<file path="src/rtl/quad_nonce_scheduler_if.sv">
// Host-side bundle of the nonce scheduler: work offer channel and golden
// nonce result channel.
//
// Handshake rules for both channels: a transfer happens on a rising clock
// edge where valid and ready are both high. The producer keeps valid and
// its payload stable until that transfer; the consumer may raise or drop
// ready at any time. Here work_ready is permanently high, so a work offer
// is taken on the first edge it is seen. gn_nonce is the FIFO head and is
// meaningful only while gn_valid is high.
interface quad_nonce_scheduler_if;
  logic         work_valid;
  logic         work_ready;
  logic [255:0] work_midstate;
  logic [95:0]  work_data;
  logic         gn_valid;
  logic         gn_ready;
  logic [31:0]  gn_nonce;
  logic         gn_overflow;

  modport master (
    output work_valid, work_midstate, work_data, gn_ready,
    input  work_ready, gn_valid, gn_nonce, gn_overflow
  );

  modport slave (
    input  work_valid, work_midstate, work_data, gn_ready,
    output work_ready, gn_valid, gn_nonce, gn_overflow
  );
endinterface

</file>
<file path="src/rtl/quad_nonce_scheduler.sv">
// Four-lane double-SHA-256 nonce scheduler: drives the shared cnt/feedback/
// nonce schedule, qualifies lane hits, rebuilds golden nonces and queues
// them in a first-word-fall-through result FIFO.
module quad_nonce_scheduler #(
  parameter int          LOOP_LOG2  = 0,
  parameter int          FIFO_DEPTH = 8,
  // start nonce loaded on each work accept; 0 in normal operation
  parameter logic [29:0] NONCE_INIT = 30'd0
) (
  input  logic                  hash_clk,
  input  logic                  reset,
  quad_nonce_scheduler_if.slave host,
  output logic [255:0]          state_o,
  output logic [95:0]           data_tail_o,
  output logic [29:0]           nonce_o,
  output logic [5:0]            cnt_o,
  output logic                  feedback_o,
  output logic                  running,
  output logic                  exhausted,
  input  logic [3:0]            hit_in,
  output logic [1:0]            fsm_state
);
  localparam int LOOP      = 1 << LOOP_LOG2;
  localparam int GN_OFFSET = (LOOP == 1) ? 131 : (LOOP == 2) ? 66 : ((1 << (7 - LOOP_LOG2)) + 1);
  localparam int BLANK     = GN_OFFSET * LOOP;
  localparam int LOOP_M1   = LOOP - 1;
  localparam int AW        = $clog2(FIFO_DEPTH);
  localparam logic [5:0]  LOOP_MASK = LOOP_M1[5:0];
  localparam logic [7:0]  BLANK_LD  = BLANK[7:0];
  localparam logic [29:0] GN_OFF30  = GN_OFFSET[29:0];
  localparam logic [AW:0] DEPTH_C   = FIFO_DEPTH[AW:0];

  typedef enum logic [1:0] {S_IDLE = 2'd0, S_RUN = 2'd1, S_DRAIN = 2'd2} state_t;

  state_t      state, state_next;
  logic        accept;
  logic [5:0]  cnt_next;
  logic        feedback_next;
  logic        exhaust_now;
  logic [7:0]  blank_cnt;
  logic [7:0]  drain_cnt;
  logic        feedback_d1;
  logic [3:0]  q;
  logic [29:0] snap;
  logic [3:0]  pending;
  logic [31:0] pend_nonce [4];
  logic [3:0]  drain_sel;
  logic        found;
  logic        push;
  logic [31:0] push_data;
  logic        pop;
  logic        can_push;
  logic        hit_lost;
  logic [31:0] mem [FIFO_DEPTH];
  logic [AW-1:0] wr_ptr, rd_ptr;
  logic [AW:0]   count;

  assign host.work_ready = 1'b1;
  assign accept          = host.work_valid;

  // schedule lookahead shared by the FSM and the lane counters
  always_comb begin
    cnt_next      = (LOOP == 1) ? 6'd0 : ((cnt_o + 6'd1) & LOOP_MASK);
    feedback_next = (LOOP != 1) && (cnt_next != 6'd0);
    exhaust_now   = (state == S_RUN) && (nonce_o == '1) && !feedback_next && !accept;
  end

  // FSM state register
  always_ff @(posedge hash_clk) begin
    if (reset) state <= S_IDLE;
    else       state <= state_next;
  end

  // FSM next state: new work always restarts RUN, even mid-drain
  always_comb begin
    state_next = state;
    case (state)
      S_IDLE:  if (accept) state_next = S_RUN;
      S_RUN:   if (accept) state_next = S_RUN;
               else if (exhaust_now) state_next = S_DRAIN;
      S_DRAIN: if (accept) state_next = S_RUN;
               else if (drain_cnt <= 8'd1) state_next = S_IDLE;
      default: state_next = S_IDLE;
    endcase
  end

  // FSM outputs
  always_comb begin
    running   = (state != S_IDLE);
    fsm_state = state;
  end

  // work latch, lane schedule, blanking and drain counters
  always_ff @(posedge hash_clk) begin
    if (reset) begin
      state_o     <= '0;
      data_tail_o <= '0;
      nonce_o     <= '0;
      cnt_o       <= '0;
      feedback_o  <= 1'b0;
      feedback_d1 <= 1'b1;
      exhausted   <= 1'b0;
      blank_cnt   <= '0;
      drain_cnt   <= '0;
    end else begin
      feedback_d1 <= feedback_o;
      exhausted   <= exhaust_now;
      if (accept) begin
        state_o     <= host.work_midstate;
        data_tail_o <= host.work_data;
        nonce_o     <= NONCE_INIT;
        cnt_o       <= '0;
        feedback_o  <= 1'b0;
        blank_cnt   <= BLANK_LD;
      end else begin
        if (running) begin
          cnt_o      <= cnt_next;
          feedback_o <= feedback_next;
          if (!feedback_next) nonce_o <= nonce_o + 30'd1;
        end
        if (blank_cnt != 8'd0) blank_cnt <= blank_cnt - 8'd1;
      end
      if (exhaust_now) drain_cnt <= BLANK_LD;
      else if (state == S_DRAIN && drain_cnt != 8'd0) drain_cnt <= drain_cnt - 8'd1;
    end
  end

  // hit qualification and selection of the pending entry to push
  always_comb begin
    pop      = host.gn_valid && host.gn_ready;
    can_push = (count != DEPTH_C) || pop;
    snap     = nonce_o - GN_OFF30;
    q        = hit_in & {4{!feedback_d1 && running && (blank_cnt == 8'd0)}};
    drain_sel = '0;
    found     = 1'b0;
    push_data = '0;
    for (int i = 0; i < 4; i++) begin
      if (pending[i] && !found && can_push) begin
        drain_sel[i] = 1'b1;
        found        = 1'b1;
        push_data    = pend_nonce[i];
      end
    end
    push     = found;
    hit_lost = |(q & pending & ~drain_sel);
  end

  // per-lane pending slots and the sticky overflow flag
  always_ff @(posedge hash_clk) begin
    if (reset) begin
      pending          <= '0;
      host.gn_overflow <= 1'b0;
      for (int i = 0; i < 4; i++) pend_nonce[i] <= '0;
    end else begin
      for (int i = 0; i < 4; i++) begin
        if (q[i] && !(pending[i] && !drain_sel[i])) begin
          pending[i]    <= 1'b1;
          pend_nonce[i] <= {2'(i), snap};
        end else if (drain_sel[i]) begin
          pending[i] <= 1'b0;
        end
      end
      // a loss in the accept cycle still counts as a loss
      if (hit_lost)    host.gn_overflow <= 1'b1;
      else if (accept) host.gn_overflow <= 1'b0;
    end
  end

  // result FIFO pointers and occupancy
  always_ff @(posedge hash_clk) begin
    if (reset) begin
      wr_ptr <= '0;
      rd_ptr <= '0;
      count  <= '0;
    end else begin
      if (push) wr_ptr <= wr_ptr + 1'b1;
      if (pop)  rd_ptr <= rd_ptr + 1'b1;
      count <= count + {{AW{1'b0}}, push} - {{AW{1'b0}}, pop};
    end
  end

  // result FIFO storage; contents are don't-care while empty
  always_ff @(posedge hash_clk) begin
    if (push) mem[wr_ptr] <= push_data;
  end

  assign host.gn_valid = (count != '0);
  assign host.gn_nonce = (count == '0) ? 32'd0 : mem[rd_ptr];
endmodule

</file>
<file path="src/flat_wrapper.sv">
// flat-port wrapper written by rule: the top's interface ports become plain ports
module quad_nonce_scheduler_flat 
#(
  parameter int          LOOP_LOG2  = 0,
  parameter int          FIFO_DEPTH = 8,
                                                                  
  parameter logic [29:0] NONCE_INIT = 30'd0
)
  (hash_clk, reset, state_o, data_tail_o, nonce_o, cnt_o, feedback_o, running, exhausted, hit_in, fsm_state, host_work_valid, host_work_midstate, host_work_data, host_gn_ready, host_work_ready, host_gn_valid, host_gn_nonce, host_gn_overflow);
  quad_nonce_scheduler_if host_i ();
  input  logic hash_clk;
  input  logic reset;
  output logic [255:0] state_o;
  output logic [95:0] data_tail_o;
  output logic [29:0] nonce_o;
  output logic [5:0] cnt_o;
  output logic feedback_o;
  output logic running;
  output logic exhausted;
  input  logic [3:0] hit_in;
  output logic [1:0] fsm_state;
  input wire logic [$bits(host_i.work_valid)-1:0] host_work_valid;
  input wire logic [$bits(host_i.work_midstate)-1:0] host_work_midstate;
  input wire logic [$bits(host_i.work_data)-1:0] host_work_data;
  input wire logic [$bits(host_i.gn_ready)-1:0] host_gn_ready;
  output wire logic [$bits(host_i.work_ready)-1:0] host_work_ready;
  output wire logic [$bits(host_i.gn_valid)-1:0] host_gn_valid;
  output wire logic [$bits(host_i.gn_nonce)-1:0] host_gn_nonce;
  output wire logic [$bits(host_i.gn_overflow)-1:0] host_gn_overflow;
  assign host_i.work_valid = host_work_valid;
  assign host_i.work_midstate = host_work_midstate;
  assign host_i.work_data = host_work_data;
  assign host_i.gn_ready = host_gn_ready;
  assign host_work_ready = host_i.work_ready;
  assign host_gn_valid = host_i.gn_valid;
  assign host_gn_nonce = host_i.gn_nonce;
  assign host_gn_overflow = host_i.gn_overflow;
  quad_nonce_scheduler #(.LOOP_LOG2(LOOP_LOG2), .FIFO_DEPTH(FIFO_DEPTH), .NONCE_INIT(NONCE_INIT)) u_core (.hash_clk(hash_clk), .reset(reset), .host(host_i), .state_o(state_o), .data_tail_o(data_tail_o), .nonce_o(nonce_o), .cnt_o(cnt_o), .feedback_o(feedback_o), .running(running), .exhausted(exhausted), .hit_in(hit_in), .fsm_state(fsm_state));
endmodule
</file>
<file path="config.mk">
export PLATFORM = sky130hd
export DESIGN_NAME = quad_nonce_scheduler_flat
export DESIGN_NICKNAME = d
export VERILOG_FILES = /design/src/rtl/quad_nonce_scheduler_if.sv /design/src/rtl/quad_nonce_scheduler.sv /design/src/flat_wrapper.sv
export SDC_FILE = /design/constraint.sdc
export NUM_CORES = 1
export LEC_CHECK = 0
export CELL_PAD_IN_SITES_DETAIL_PLACEMENT = 1
export CELL_PAD_IN_SITES_GLOBAL_PLACEMENT = 1
export CORE_AREA = 2 2 302 304
export DETAILED_ROUTE_END_ITERATION = 10
export DIE_AREA = 0 0 304 306
export GPL_ROUTABILITY_DRIVEN = 0
export PLACE_DENSITY = 0.83
export SLEW_MARGIN = 40
export SYNTH_ARGS = -nofsm -noshare
export SYNTH_HDL_FRONTEND = slang
export SYNTH_SLANG_ARGS = --single-unit
</file>
<file path="constraint.sdc">
create_clock -name hash_clk -period 7.17 [get_ports hash_clk]
set_input_delay 0.717 -clock hash_clk [delete_from_list [all_inputs] [get_ports hash_clk]]
set_output_delay 0.717 -clock hash_clk [all_outputs]
set_load 0.01 [all_outputs]
</file>
# Word level (Yosys, flattened, before mapping)
# Memory sizes are Yosys's and may differ from the RTL's. A register that Yosys moved wholly into a read port is not among the register bits.
# Cells that the tools add are included.
[totals]
regBits = 417
ramBits = 384
output_inout_bits = 428
wordCells = 150
mem_count = 2
[memory_table]
columns = ["memory", "words", "word_bits", "rd", "rd_ports_with_merged_regs", "wr", "line", "rtl"]
rows = [
  ["u_core.mem", 8, 32, 1, 1, 1, "quad_nonce_scheduler.sv:54", "logic [31:0] mem [FIFO_DEPTH];"],
  ["u_core.pend_nonce", 4, 32, 4, 0, 4, "quad_nonce_scheduler.sv:46", "logic [31:0] pend_nonce [4];"],
]
[op_classes]
addsub = 8
order_cmp = 1
n_eq_ne = 7
n_mux = 54
bitwise_logic = 8
reduce_logical = 52
[op_table]
columns = ["op", "n"]
rows = [
  ["$mux W32", 9],
  ["$mux W1", 33],
  ["$mux W8", 4],
  ["$add A30 B1 Y30 const B", 1],
  ["$eq A30 B30 Y1 const B", 1],
  ["$sub A30 B8 Y30 const B", 1],
  ["$logic_and A1 B1 Y1", 21],
  ["$reduce_bool A2 Y1", 8],
  ["$reduce_bool A8 Y1", 2],
  ["$sub A8 B1 Y8 const B", 2],
  ["$and A4 B4 Y4", 3],
  ["$logic_not A1 Y1", 12],
  ["$mux W2", 5],
  ["$le A8 B1 Y1 const B", 1],
  ["$logic_not A8 Y1", 1],
  ["$add A3 B1 Y3 const B", 2],
  ["$mux W3", 2],
  ["$ne A3 B2 Y1 const B", 2],
  ["$pmux W2 S3", 1],
  ["$add A4 B1 Y4", 1],
  ["$logic_not A4 Y1", 1],
  ["$ne A4 B4 Y1 const B", 1],
  ["$not A4 Y4", 1],
  ["$or A1 B1 Y1", 4],
  ["other kinds (10)", 11],
]

# Logic depth before layout (Yosys ltp)
# Gate-level depths: netlist of the first run.
[depth]
word_depth = 25
ltp_mapped = 14

# Worst setup path before layout of the first run
# Ideal clock, no wire load.
[synth_path]
path_type = "in2reg"
from = "in host_gn_ready"
to = "mem u_core.mem[2][0] (enable)"
setup_time_ps = 513
t_arrival_ps = 4687
required_time_ps = 6657
slack_ps = 1970
stages = 4
cell_sequence = "nand2b_1 > a31oi_1 > inv_1 > nor4b_1"
[synth_via]
elab_chain_len = 18
[synth_rtl]
columns = ["item", "line", "rtl"]
rows = [
  ["start: declaration", "flat_wrapper.sv:25", "input wire logic [$bits(host_i.gn_ready)-1:0] host_gn_ready;"],
  ["$logic_and A1 B1 Y1 (*)", "quad_nonce_scheduler.sv:130", "pop = host.gn_valid && host.gn_ready;"],
  ["$logic_or A1 B1 Y1 (*)", "quad_nonce_scheduler.sv:131", "can_push = (count != DEPTH_C) || pop;"],
  ["$logic_and A1 B1 Y1", "quad_nonce_scheduler.sv:138", "if (pending[i] && !found && can_push) begin"],
  ["$mux W1", "quad_nonce_scheduler.sv:138", ""],
  ["$logic_not A1 Y1", "quad_nonce_scheduler.sv:138", ""],
  ["$logic_and A1 B1 Y1 (2 in series)", "quad_nonce_scheduler.sv:138", ""],
  ["$mux W1", "quad_nonce_scheduler.sv:138", ""],
  ["$logic_not A1 Y1", "quad_nonce_scheduler.sv:138", ""],
  ["$logic_and A1 B1 Y1 (2 in series)", "quad_nonce_scheduler.sv:138", ""],
  ["$mux W1", "quad_nonce_scheduler.sv:138", ""],
  ["$logic_not A1 Y1", "quad_nonce_scheduler.sv:138", ""],
  ["$logic_and A1 B1 Y1 (2 in series)", "quad_nonce_scheduler.sv:138", ""],
  ["$mux W1 (*)", "quad_nonce_scheduler.sv:138", ""],
  ["$mux W1 (*)", "quad_nonce_scheduler.sv:184", "if (push) mem[wr_ptr] <= push_data;"],
  ["$mux W1 (not written as such) (*)", "quad_nonce_scheduler.sv:184", ""],
  ["end: declaration", "quad_nonce_scheduler.sv:54", ""],
]
# Every way passes the cells marked *; elsewhere a longest branch is shown, timed or not.

==> reports/metrics.cfg, run 1 <==
[clock_tree]
clock_pin_slew_worst_setup_and_hold_paths_ns=0.06
cts_post_setup_buffers_inserted=0
tritoncts=yes
ctsResizeCount=0
clockRootBuffer=clkbuf_16
clock_latency_ns=0.68
cts-root-to-sink-buffers=3
holdBufCountCts=0
cts.htree.levels=3
clkSinkCount=799
tritoncts.num_buffers=88

[global_route]
number_of_antenna_violations_at_the_first_check_in_global_routing=28
grt-ovfl-total=0
globalRoute.busiestLayer=met2
number_of_global_route_vias_before_repair=23250
grt_pass1_wl_mm=171.6
met2_usage_pct=43.91
grt.met1_usage_pct=29.79
globalRouteMet3Util_pct=7.707
grt_start_max_net_pins=95
gr-usage-all-layers_pct=25.78

[detailed_routing]
drt-wirelength-per-cell_um=27.61
vias_per_cell=5.028
dr_total_vias=22290
route.detailed.drc=0
antenna_left=0
detailedRoute.firstPassIterationCount=5
detailedRoute.firstIterationViolations=1566
total_wire_length_mm=122.4

[yosys]
ys_async_sr_fraction_pct=0
avgSynthCellArea_um2=12.70
synth_top_flop_cell=dfxtp_1
post_synth_inst_count=2438
syn-cell-area_um2=30960
yosysSeqAreaShare_pct=63.85
post_synth_edffs=377
synth_seq_cells=799
yosysWarnings=0
post_synth_num_cell_types=57

[final_layout]
post_route_cells_drive_above_1_share_pct=8.475
final_cell_count_no_fill=4433
finalInstanceArea_um2=42900
multiInputGateArea_um2=10500
filler_cell_count=9229
commonest_cells_after_routing_fill_and_taps_aside=clkdlybuf4s50_1 (777), nor2_1 (619), dfxtp_1 (418), mux2i_1 (384), edfxtp_1 (377)
area_delta_synth_final_pct=38.56
final_common_cell=clkdlybuf4s50_1
register_area_um2=19780
utilization_pct=47.88
final_net_count=3545

[place]
dpl_cells=4257
place_area_um2=39900
count_of_buffers_inserted_at_the_top_level_ports=779
hpwl_after_dpl_mm=93.44

[worst_hold_path]
worstHoldPathType=flop to flop
hold_path_startpoint=u_core.rd_ptr[1]

[timing]
timing.final.crit_share_pct=55.80
slew-limit-headroom_pct=46.72
fin_tns_setup_ns=0
max_freq_ghz=0.2499
report.final.slew_viol_count=0
layout_min_cycle_time_ns=4.001
unrepaired_setup_endpoints_after_global_routing=no
skew_ns=0.06632
setup_violation_total_in_the_final_timing_report=0
hold_viol_final=0
worst-slew-pin-transition_ns=0.7991

[setup_path]
crit_path_max_fanout=40
worst-r2r-cell-count=10
worstPathArrival_ns=3.28
crit_cells=5
worst-path-buf-inv=2
timing.rr.start=u_core.pending[0]
timing.setup.critical_path_class=flop to primary output
rr_endpoint=u_core.count[2]
path_delay_family=buffers and inverters
worstSetupEndpointType=primary output
worstSetupEndpoint=host_gn_nonce[20]
worstPathCellList=buf_6 > mux4_2 > mux2i_1 > nor2_1 > clkdlybuf4s50_1
critical-path-slowest-cell=dfxtp_4
crit_path_max_incr_delay_ns=0.67
setup.reg_to_reg.worst_slack_ns=4.13
nature_of_the_critical_path_startpoint=flop
critPathRequiredTime_ns=6.45

[floorplan]
boundaryPins=788
dieArea_um2=93020
fp-row-count=110
core_um2=89600
die_x_um=304
fp.dieH_um=306
initial_core_util_pct=34.56

[power_and_ir_drop]
p_leak_nw=16.65
power.ir.vdd_worst_mv=0.1523
sequentialPowerShare_pct=43.6
comb_power_share_pct=17.1
reported_net_switching_power_mw=3.069
power.internal_mw=8.676
pwr_density_cell_nw_per_um2=273.8
p_clk_share_pct=39.3
sw_frac_of_total_pct=26.13

[status]
run_status=complete, no violations

[job]
cap_viol_max_count=0

-- sequential cells by signal (all words and copies together), names as in the netlist, 4 cells and up, named ones only --
name,flops
u_core.mem,256
u_core.state_o,256
u_core.pend_nonce,123
u_core.data_tail_o,96
u_core.nonce_o,30
u_core.blank_cnt,8
u_core.drain_cnt,8
u_core.count,4
u_core.pending,4
-- power groups by stage --
stage | registers (mW) | logic [mW] | clock network [mW]
2_1_floorplan | 5.17 | 0.968 | 0
3_3_place_gp | 5.22 | 1.95 | 0
3_5_place_dp | 5.22 | 2.03 | 0
4_1_cts | 5.12 | 2.04 | 4.71
5_1_grt | 5.14 | 2.14 | 4.88
6_report | 5.12 | 2.01 | 4.61
-- area by class of cell --
| type | instances | area share [%] |
|---|---|---|
| Sequential cell | 799 | 46.11 |
| Timing Repair Buffer | 811 | 18.85 |
| Tap cell | 1176 | 3.430 |
| Multi-Input combinational cell | 1450 | 24.48 |
| Antenna cell | 12 | 0.07000 |
| Inverter | 21 | 0.1837 |
| Clock buffer | 118 | 5.565 |
| Clock inverter | 46 | 1.315 |
-- layer usage --
metal	wire [µm]	share of wire, %
met5	139	0.11
met2	59980	49
met4	6035	4.9
met3	9322	7.6
met1	46910	38
-- cells by family (layout without fill, tap and decap cells) --
group / count (synthesis) / count (layout) / synth area share, %
AOI/OAI and AO/OA: 112 / 112 / 2.647
xor gates and xnor gates: 71 / 71 / 2.008
adders and majority gates: 14 / 14 / 0.5900
buffers and inverters: 195 / 996 / 2.611
DFF: 799 / 799 / 63.85
muxes: 448 / 448 / 17.07
other: 2 / 20 / 0.02426
and+or+nand+nor: 797 / 797 / 11.20
-- through the flow --
step	hold slack (ns)	setup slack, ns	total power [mW]
2_1_floorplan	0.4371	1.970	6.139
3_3_place_gp	0.4531	3.643	7.172
3_5_place_dp	0.4726	3.546	7.245
4_1_cts	0.4293	2.819	11.87
5_1_grt	0.4608	2.890	12.17
6_report	0.4334	3.169	11.74
-- cells in the mapped netlist, types with 21 or more instances --
library cell	n	share of area [%]
a21oi_1	22	0.36
a221oi_1	31	0.88
a22oi_1	31	0.75
buf_1	44	0.53
clkbuf_1	102	1.2
dfxtp_1	422	27
edfxtp_1	377	37
inv_1	21	0.25
mux2i_1	384	12
mux4_2	64	4.7
nand2_1	44	0.53
nor2_1	621	7.5
nor3_1	21	0.34
xnor2_1	41	1.2
xor2_1	30	0.85
-- how the worst min path moves through the flow --
stage               slack [ns]                  endpoint  depth (start not counted)
floorplan                 0.44  u_core.pend_nonce[1][30]                          2
global placement          0.45                      flop                          2
detailed placement        0.47                      flop                          2
CTS                       0.43                      flop                          2
global route              0.46        u_core.feedback_d1                          1
finish                    0.43                      flop                          2
-- worst register-to-register path: stages, from the launching register on --
cell	delay, ns
dfxtp_2	0.31
buf_4	0.54
nor4_1	0.16
a31oi_1	0.39
inv_1	0.25
ha_1	0.33
inv_1	0.04
ha_1	0.20
fa_1	0.39
xnor2_1	0.17
nor2_1	0.05
Power figures use the tool's default switching activity.
==> inputs of run 2 (changes only) <==
- clock period: 7.17 -> 3.93 ns (I/O delays scaled with it)
==> run 2 against run 1 <==
Compared with the run above: sequential cell count unchanged; final cell count about the same; combinational power is 82% higher; routed wire length rose by 0.47%; clock skew decreased by 0.016 ns; via count grew 0.97%; first-iteration DRC count fell by 6.4%; final area up 0.39%; global-route usage is essentially flat; sequential share of layout area down 0.18 points; critical endpoint unchanged; largest cell class unchanged.
==> reports/metrics.cfg, run 2 (synthesis gave the netlist of run 1 again) <==
[status]
run_status=complete, no violations

[floorplan]
dieArea_um2=93020
fp.dieH_um=306
core_um2=89600
fp-row-count=110
die_x_um=304
boundaryPins=788
initial_core_util_pct=34.56

[global_route]
gr-usage-all-layers_pct=25.75
number_of_antenna_violations_at_the_first_check_in_global_routing=21
grt-ovfl-total=0
number_of_global_route_vias_before_repair=23350
grt_pass1_wl_mm=172.5
grt_start_max_net_pins=137

[clock_tree]
cts.htree.levels=3
cts-root-to-sink-buffers=3
ctsResizeCount=0
tritoncts=yes
cts_post_setup_buffers_inserted=0
clockRootBuffer=clkbuf_16
tritoncts.num_buffers=88
clock_latency_ns=0.66
clkSinkCount=799
clock_pin_slew_worst_setup_and_hold_paths_ns=0.07
holdBufCountCts=0

[power_and_ir_drop]
p_leak_nw=16.73
power.total_mw=21.80
power.ir.vdd_worst_mv=0.3377
pwr_density_cell_nw_per_um2=506.3

[detailed_routing]
detailedRoute.firstPassIterationCount=5
met2_wirelength_mm=60.26
antenna_left=0
detailedRoute.firstIterationViolations=1466
wl_met3_mm=8.106
dr_total_vias=22500
drt-wirelength-per-cell_um=27.76
total_wire_length_mm=123.0
vias_per_cell=5.081
route.detailed.drc=0
dr.max_layer_used=met5
routedLengthMet1_mm=48.12

[final_layout]
finalInstanceArea_um2=43070
final_net_count=3544
final_common_cell=clkdlybuf4s50_1
top_regs=u_core.mem (256), u_core.state_o (256), u_core.pend_nonce (123)
post_route_cells_drive_above_1_share_pct=8.732
area_delta_synth_final_pct=39.09
commonest_cells_after_routing_fill_and_taps_aside=clkdlybuf4s50_1 (777), nor2_1 (620), dfxtp_1 (418), mux2i_1 (384), edfxtp_1 (377)

[timing]
setup_slack_ns=0.3669
max_freq_ghz=0.2807
layout_min_cycle_time_ns=3.563
setup_violation_total_in_the_final_timing_report=0
worst-slew-pin-transition_ns=0.8993
hold_viol_final=0
timing.final.crit_share_pct=90.66
slew-limit-headroom_pct=40.05
skew_ns=0.04991
fin_tns_setup_ns=0
hold_slack_ns=0.1073
report.final.slew_viol_count=0
unrepaired_setup_endpoints_after_global_routing=no

[place]
hpwl_after_dpl_mm=94.24
place_area_um2=39940
count_of_buffers_inserted_at_the_top_level_ports=779
place_worst_setup_slack_ns=0.8063

[setup_path]
nature_of_the_critical_path_startpoint=flop
crit_path_max_fanout=26
worstPathArrival_ns=3.17
timing.setup.critical_path_class=flop to primary output
worstSetupEndpointType=primary output
critPathRequiredTime_ns=3.54

[job]
cap_viol_max_count=0

[worst_hold_path]
worstHoldPathType=input port to flop

==> run 2: cell types whose count changed in the layout (fill, tap and decap cells not counted), moves of 4 or more <==
cell	before	now
buf_12	1	6
buf_6	7	0
clkbuf_1	21	12
clkbuf_16	88	92
clkbuf_8	7	11
clkinv_1	15	8
==> run 2: where the power goes <==
group / switching, mW / leakage (nW) / total (mW) / internal [mW]
combinational: 1.69 / 7.87 / 3.66 / 1.97
clock: 3.62 / 1.50 / 8.80 / 5.18
sequential: 0.322 / 7.35 / 9.34 / 9.02
==> run 2: worst max-delay path: stages (launching register included) <==
cell	delay, ns
dfxtp_4	0.69
buf_4	0.41
mux4_2	0.56
mux2i_1	0.26
nor2_1	0.07
clkdlybuf4s50_1	0.49
==> run 2: layout make-up <==
class,count,area [µm²]
diodes,12,30.03
inverters,21,78.83
well taps,1176,1471
multi-input cells,1450,10500
clock buffers,115,2499
flip-flops and latches,799,19780
clock inverters,46,596.8
fillers,9259,46530
repair buffers,810,8115
==> run 2: through the flow <==
step | std cells | util [%]
6_report | 4429 | 48.06
5_1_grt | 4425 | 48.05
4_1_cts | 4417 | 48.03
3_5_place_dp | 4256 | 44.58
3_3_place_gp | 4256 | 44.56
2_1_floorplan | 2444 | -
==> run 2: worst paths after layout <==
kind,start,endpoint,slack [ns],depth (start not counted)
setup / recovery,flop,host_gn_nonce[20],0.37,5
hold / removal,reset,u_core.state_o[112],0.11,2
setup reg to reg,u_core.count[2],u_core.pend_nonce[1][19],1.14,8
hold reg to reg,u_core.state_o[32],u_core.state_o[32],0.49,2
==> run 2: layer usage <==
layer  track usage (%)  vias to the layer above
li1                  -                    10100
met1             30.39                    11350
met2             44.10                      837
met3             6.415                      200
met4             12.03                       14
met5                 0                        -
